File: src/rtl/mips_pkg.sv
// Shared fetch-stage types and constants for the pc_fetch slice.
package mips_pkg;

  typedef enum logic [1:0] {
    IDLE = 2'd0,
    REQ  = 2'd1,
    WAIT = 2'd2
  } fetch_state_t;

  localparam logic [31:0] NOP_INSTR        = 32'h0000_0000;
  localparam logic [31:0] RESET_PC_DEFAULT = 32'h0000_3000;

endpackage

File: src/rtl/fetch_buf.sv
// One-entry valid/ready buffer between fetch and decode.
// Clear beats load, load beats consume.
module fetch_buf
  import mips_pkg::*;
(
  input  logic        clk,
  input  logic        rst,
  input  logic        load,
  input  logic [31:0] ld_pc,
  input  logic [31:0] ld_instr,
  input  logic        ld_err,
  input  logic        consume,
  input  logic        clear,
  output logic        valid,
  output logic [31:0] pc,
  output logic [31:0] instr,
  output logic        addr_err
);

  always_ff @(posedge clk) begin
    if (rst) begin
      valid    <= 1'b0;
      pc       <= 32'h0;
      instr    <= NOP_INSTR;
      addr_err <= 1'b0;
    end else if (clear) begin
      valid <= 1'b0;
    end else if (load) begin
      valid    <= 1'b1;
      pc       <= ld_pc;
      instr    <= ld_instr;
      addr_err <= ld_err;
    end else if (consume) begin
      valid <= 1'b0;
    end
  end

endmodule

File: src/rtl/pc_fetch.sv
// PC register and single-outstanding instruction-fetch sequencer.
// Optional misaligned-fetch check enabled by defining FETCH_ADDR_CHECK_EN.
module pc_fetch
  import mips_pkg::*;
#(
  parameter logic [31:0] RESET_PC = RESET_PC_DEFAULT
) (
  input  logic        clk,
  input  logic        rst,
  input  logic [31:0] real_npc,
  input  logic        flush,
  input  logic        stall,
  output logic [31:0] pc,
  output logic [31:0] pc4,
  output logic        imem_req,
  output logic [31:0] imem_addr,
  input  logic        imem_gnt,
  input  logic        imem_rvalid,
  input  logic [31:0] imem_rdata,
  output logic        if_valid,
  output logic [31:0] if_pc,
  output logic [31:0] if_instr,
  output logic        if_addr_err,
  input  logic        id_ready
);

  fetch_state_t state;
  logic [31:0]  req_addr;
  logic         kill;
  logic         misalign;
  logic         buf_free;
  logic         issue;
  logic         buf_load;
  logic         ld_err;
  logic [31:0]  ld_pc;
  logic [31:0]  ld_instr;

  assign pc4 = pc + 32'd4;

`ifdef FETCH_ADDR_CHECK_EN
  assign misalign  = (pc[1:0] != 2'b00);
  assign imem_addr = req_addr;
`else
  assign misalign  = 1'b0;
  assign imem_addr = {req_addr[31:2], 2'b00};
`endif

  // A misaligned issue skips memory and drops an error marker straight into the buffer.
  always_comb begin
    buf_free = !if_valid || id_ready;
    issue    = (state == IDLE) && !stall && !flush && buf_free;
    buf_load = 1'b0;
    ld_pc    = req_addr;
    ld_instr = imem_rdata;
    ld_err   = 1'b0;
    if (issue && misalign) begin
      buf_load = 1'b1;
      ld_pc    = pc;
      ld_instr = NOP_INSTR;
      ld_err   = 1'b1;
    end else if ((state == WAIT) && imem_rvalid && !kill && !flush) begin
      buf_load = 1'b1;
    end
  end

  // A flushed fetch still runs its handshake to completion; kill discards its word.
  always_ff @(posedge clk) begin
    if (rst) begin
      state    <= IDLE;
      pc       <= RESET_PC;
      req_addr <= RESET_PC;
      kill     <= 1'b0;
      imem_req <= 1'b0;
    end else if (flush) begin
      pc <= real_npc;
      case (state)
        REQ: begin
          kill <= 1'b1;
          if (imem_gnt) begin
            state    <= WAIT;
            imem_req <= 1'b0;
          end
        end
        WAIT: begin
          if (imem_rvalid) begin
            kill  <= 1'b0;
            state <= IDLE;
          end else begin
            kill <= 1'b1;
          end
        end
        default: ;
      endcase
    end else begin
      case (state)
        IDLE: begin
          if (issue) begin
            req_addr <= pc;
            pc       <= real_npc;
            if (!misalign) begin
              state    <= REQ;
              imem_req <= 1'b1;
            end
          end
        end
        REQ: begin
          if (imem_gnt) begin
            state    <= WAIT;
            imem_req <= 1'b0;
          end
        end
        WAIT: begin
          if (imem_rvalid) begin
            kill  <= 1'b0;
            state <= IDLE;
          end
        end
        default: state <= IDLE;
      endcase
    end
  end

  fetch_buf u_buf (
    .clk      (clk),
    .rst      (rst),
    .load     (buf_load),
    .ld_pc    (ld_pc),
    .ld_instr (ld_instr),
    .ld_err   (ld_err),
    .consume  (if_valid && id_ready),
    .clear    (flush),
    .valid    (if_valid),
    .pc       (if_pc),
    .instr    (if_instr),
    .addr_err (if_addr_err)
  );

endmodule
File: config.mk
export PLATFORM = sky130hd
export DESIGN_NAME = pc_fetch
export DESIGN_NICKNAME = d
export VERILOG_FILES = /design/src/rtl/mips_pkg.sv /design/src/rtl/fetch_buf.sv /design/src/rtl/pc_fetch.sv
export SDC_FILE = /design/constraint.sdc
export NUM_CORES = 1
export LEC_CHECK = 0
export CELL_PAD_IN_SITES_DETAIL_PLACEMENT = 0
export CELL_PAD_IN_SITES_GLOBAL_PLACEMENT = 2
export CORE_MARGIN = 4
export CORE_UTILIZATION = 23
export CTS_CLUSTER_DIAMETER = 50
export DETAILED_ROUTE_END_ITERATION = 8
export HOLD_SLACK_MARGIN = 0.03
export PLACE_DENSITY_LB_ADDON = 0.1
export SETUP_SLACK_MARGIN = 0.5
export SLEW_MARGIN = 20
export SYNTH_ARGS = -nofsm -noshare
export SYNTH_HDL_FRONTEND = slang
export SYNTH_SLANG_ARGS = --single-unit
File: constraint.sdc
create_clock -name clk -period 2.6 [get_ports clk]
set_input_delay 0.52 -clock clk [delete_from_list [all_inputs] [get_ports clk]]
set_output_delay 0.52 -clock clk [all_outputs]
set_load 0.02 [all_outputs]
==> metrics.md <==
| Metric | Value |
|---|---|
| CTS tree | done |
| Num ports | 234 |
| R2R Path Start | state[0] |
| Die Y | 164 um |
| Worst endpoint required time | 2.08 ns |
| First-pass GRT wire length | 33.0 mm |
| Bufs on Longest Clock Path | 2 |
| Num CTS Buffers | 17 |
| Critical path arrival | 2.12 ns |
| Fraction of layout cells with a size suffix above 1 | 0.198 |
| Final min period | 2.64 ns |
| Number of port buffers | 230 |
| Final hold vios | 0 |
| Post-synth EDFFs | 0 |
| Wirelength per Cell | 16.7 um |
| Failing checks | setup timing |
| Fmax | 378 MHz |
| Via density | 4.37 |
| Number of buffers and inverters on the critical path | 2 |
| Seq/Total Area, Yosys | 0.474 |
| Initial Util | 0.237 |
| Synth Instances | 728 |
| Clock-pin transition on the worst setup and hold timing paths | 0.07 ns |
| Post-Route WL | 21.5 mm |
| 1st-iter DRT viols | 244 |
| Endpoint type of the worst setup path | primary output |
| Via count | 5623 |
| Outcome | finished, violations left |
| Clock sinks | 133 |
| GRT Util Overall | 0.158 |
| Hold Buf Count CTS | 0 |
| Peak supply drop | 0.366 mV |
| RSZ-0062 raised after global routing | yes |
| Leakage | 3.63 nW |
| Worst r2r dst | u_buf.valid |
| Critical path origin | pc[16] |
| Number of synthesis warnings | 0 |
| Antenna Violating Nets Remaining | 0 |
| Reg2reg path depth | 6 |
| Footprint of the multi-input gates | 2820 um^2 |
| Post-synthesis cell type count | 42 |
| Crit. path cell count | 6 |
| Synthesized area | 5620 um^2 |
| Pre-CTS setup slack | -0.151 ns |
| NumNets Final | 1031 |
| Critical path type | reg2out |
| DR pass1 iterations | 6 |
| Initial antenna violation count | 1 |
| Crit path capture | pc4[29] |
| DP Cell Count | 1243 |
| Core Util, Final | 0.396 |
| Core area | 23800 um^2 |
| Critical-path cell list | nand4_1 -> or4_4 -> buf_6 -> nor3_4 -> xnor2_1 -> buf_4 |
| Delay-heaviest family, CP | simple AND/OR/NAND/NOR gates |
| Worst Hold Class | reg2reg |
| Synth Flop Type | dfxtp_1 |
| Final HPWL from detailed placement | 15.5 mm |
| Max cap viols | 0 |
| Post-synth ARST share | 0 |
| GP Congestion | 0.768 |
| Slew Viols, Final | 0 |
| Register area | 2700 um^2 |
| Max Fanout on Critical Path | 8 |
| Final worst slack | -0.0438 ns |
| Worst-Skew Late Latency | 0.42 ns |
| CP max stage delay | 0.69 ns |
| Pwr/cell area | 576 nW/um^2 |
| Worst setup SP type | register |
| Count of final setup violators | 6 |
| Non-filler cells, final | 1288 |
| # DRC | 0 |
| Die Area | 27000 um^2 |
| Overall Power | 5.42 mW |
| Via count of the first global-routing pass | 5772 |
| FF-to-FF setup slack | 0.67 ns |
| Root buf cell | clkbuf_16 |
| Part of the cycle the worst path needs | 1.02 |
| Hold_ws | 0.454 ns |
| Largest net degree at the start of global routing | 77 |
| Syn Area/Cell | 7.72 um^2 |
| Max-slew headroom | 0.652 |
| Gr ovfl total | 0 |
| #FFs+latches synth | 133 |
| Worst Tran Pin Value | 0.523 ns |
| Cell row count | 56 |
| Fillers | 2370 |
| Slowest-stage cell, CP | or4_4 |
| Post-route clock skew | 0.0112 ns |
| Die Wd | 164 um |
| H-tree depth | 4 |
| Syn-to-layout area delta | 67.3% |
## stage by stage
step | area [um^2] | setup TNS [ns]
6_report | 9400 | -0.108
4_1_cts | 9250 | -0.933
3_5_place_dp | 8460 | -0.309
5_1_grt | 9400 | -0.943
3_3_place_gp | 8460 | -0.178
2_1_floorplan | 5830 | 0
## final cells by class
class,count,share of cell area
Clock inverter,13,0.0184
Timing Repair Buffer,290,0.300
Antenna cell,1,0.000266
Tap cell,319,0.0425
Inverter,10,0.00399
Multi-Input combinational cell,503,0.300
Sequential cell,133,0.288
Clock buffer,19,0.0471
## how the worst min path moves through the flow
stage / start / endpoint / slack [ns] / depth (start not counted)
3_3_place_gp: u_buf.pc[9] / u_buf.pc[9] / 0.44 / 2
4_1_cts: u_buf.pc[7] / u_buf.pc[7] / 0.46 / 2
6_report: u_buf.pc[18] / u_buf.pc[18] / 0.45 / 2
2_1_floorplan: ld_pc[0] / u_buf.pc[0] / 0.43 / 2
3_5_place_dp: ld_pc[0] / u_buf.pc[0] / 0.44 / 2
5_1_grt: u_buf.pc[7] / u_buf.pc[7] / 0.47 / 2
## worst reg2reg max path, stage by stage (launching register included)
cell and delay (ns):
dfxtp_1 0.33, inv_1 0.08, ha_1 0.26, nand2_1 0.14
or3_2 0.45, buf_4 0.29, a211oi_1 0.29
## power breakdown
| part | internal [mW] | total, mW | leakage [nW] | switching (mW) |
|---|---|---|---|---|
| clock | 1.55 | 2.53 | 0.299 | 0.981 |
| sequential | 2.09 | 2.14 | 1.09 | 0.0489 |
| combinational | 0.353 | 0.745 | 2.25 | 0.391 |
## cell usage after synthesis (2+ instances only)
| cell | n | area share |
|---|---|---|
| nand2_1 | 265 | 0.18 |
| clkbuf_1 | 39 | 0.026 |
| nor2_1 | 4 | 0.0027 |
| dfxtp_1 | 133 | 0.47 |
| buf_1 | 3 | 0.0020 |
| ha_1 | 5 | 0.011 |
| nand2b_1 | 5 | 0.0056 |
| nor3_1 | 6 | 0.0053 |
| nand4_1 | 9 | 0.010 |
| nand3_1 | 16 | 0.014 |
| a21oi_1 | 129 | 0.11 |
| buf_4 | 38 | 0.051 |
| nor3_2 | 3 | 0.0053 |
| xnor2_1 | 16 | 0.025 |
| nor4_1 | 5 | 0.0056 |
| inv_1 | 10 | 0.0067 |
| nor4_4 | 2 | 0.0076 |
| and4_1 | 2 | 0.0031 |
| xor2_1 | 12 | 0.019 |
| or3_1 | 2 | 0.0022 |
| buf_2 | 2 | 0.0018 |
| o21ai_0 | 2 | 0.0018 |
## registers in the layout (all words and copies together), names as in the netlist
| name | count |
|---|---|
| imem_req | 1 |
| kill | 1 |
| ld_pc | 32 |
| pc | 32 |
| state | 2 |
| u_buf.instr | 32 |
| u_buf.pc | 32 |
| u_buf.valid | 1 |
## metal layers
layer,track usage,vias to the layer above,share of wire
met4,0.0377,0,0.0077
met2,0.280,158,0.51
met5,0,-,0
met1,0.185,2650,0.41
met3,0.0512,11,0.071
li1,-,2804,-
## repair_timing
| item | CTS | global route |
|---|---|---|
| resized for setup | 163 | 53 |
| buffers inserted | 9 | 3 |
| pin swaps | 15 | 26 |
| endpoints found under the setup margin | 36 | 34 |
## placed cells by master (no fill, tap or decap), types with 6 or more instances in the layout
cell,Yosys,final
xnor2_2,0,6
buf_6,1,19
inv_1,10,10
xnor2_1,16,9
clkbuf_16,0,17
xor2_2,0,6
a21oi_1,129,129
dfxtp_2,0,15
dlygate4sd2_1,0,9
nor3_4,0,7
dfxtp_4,0,6
buf_4,38,58
xor2_1,12,6
clkdlybuf4s50_1,0,186
dfxtp_1,133,112
dlymetal6s2s_1,0,6
nand3_1,16,13
nand2_1,265,260
nand4_1,9,9
## logic make-up after synthesis
kind of cell	synth area share
fa+ha+maj	0.0111
buf+inv	0.0902
compound gates	0.131
xor+xnor	0.0436
other cells	0.000667
flops	0.474
simple gates	0.248
mux	0.00178
Power figures use the tool's default switching activity.
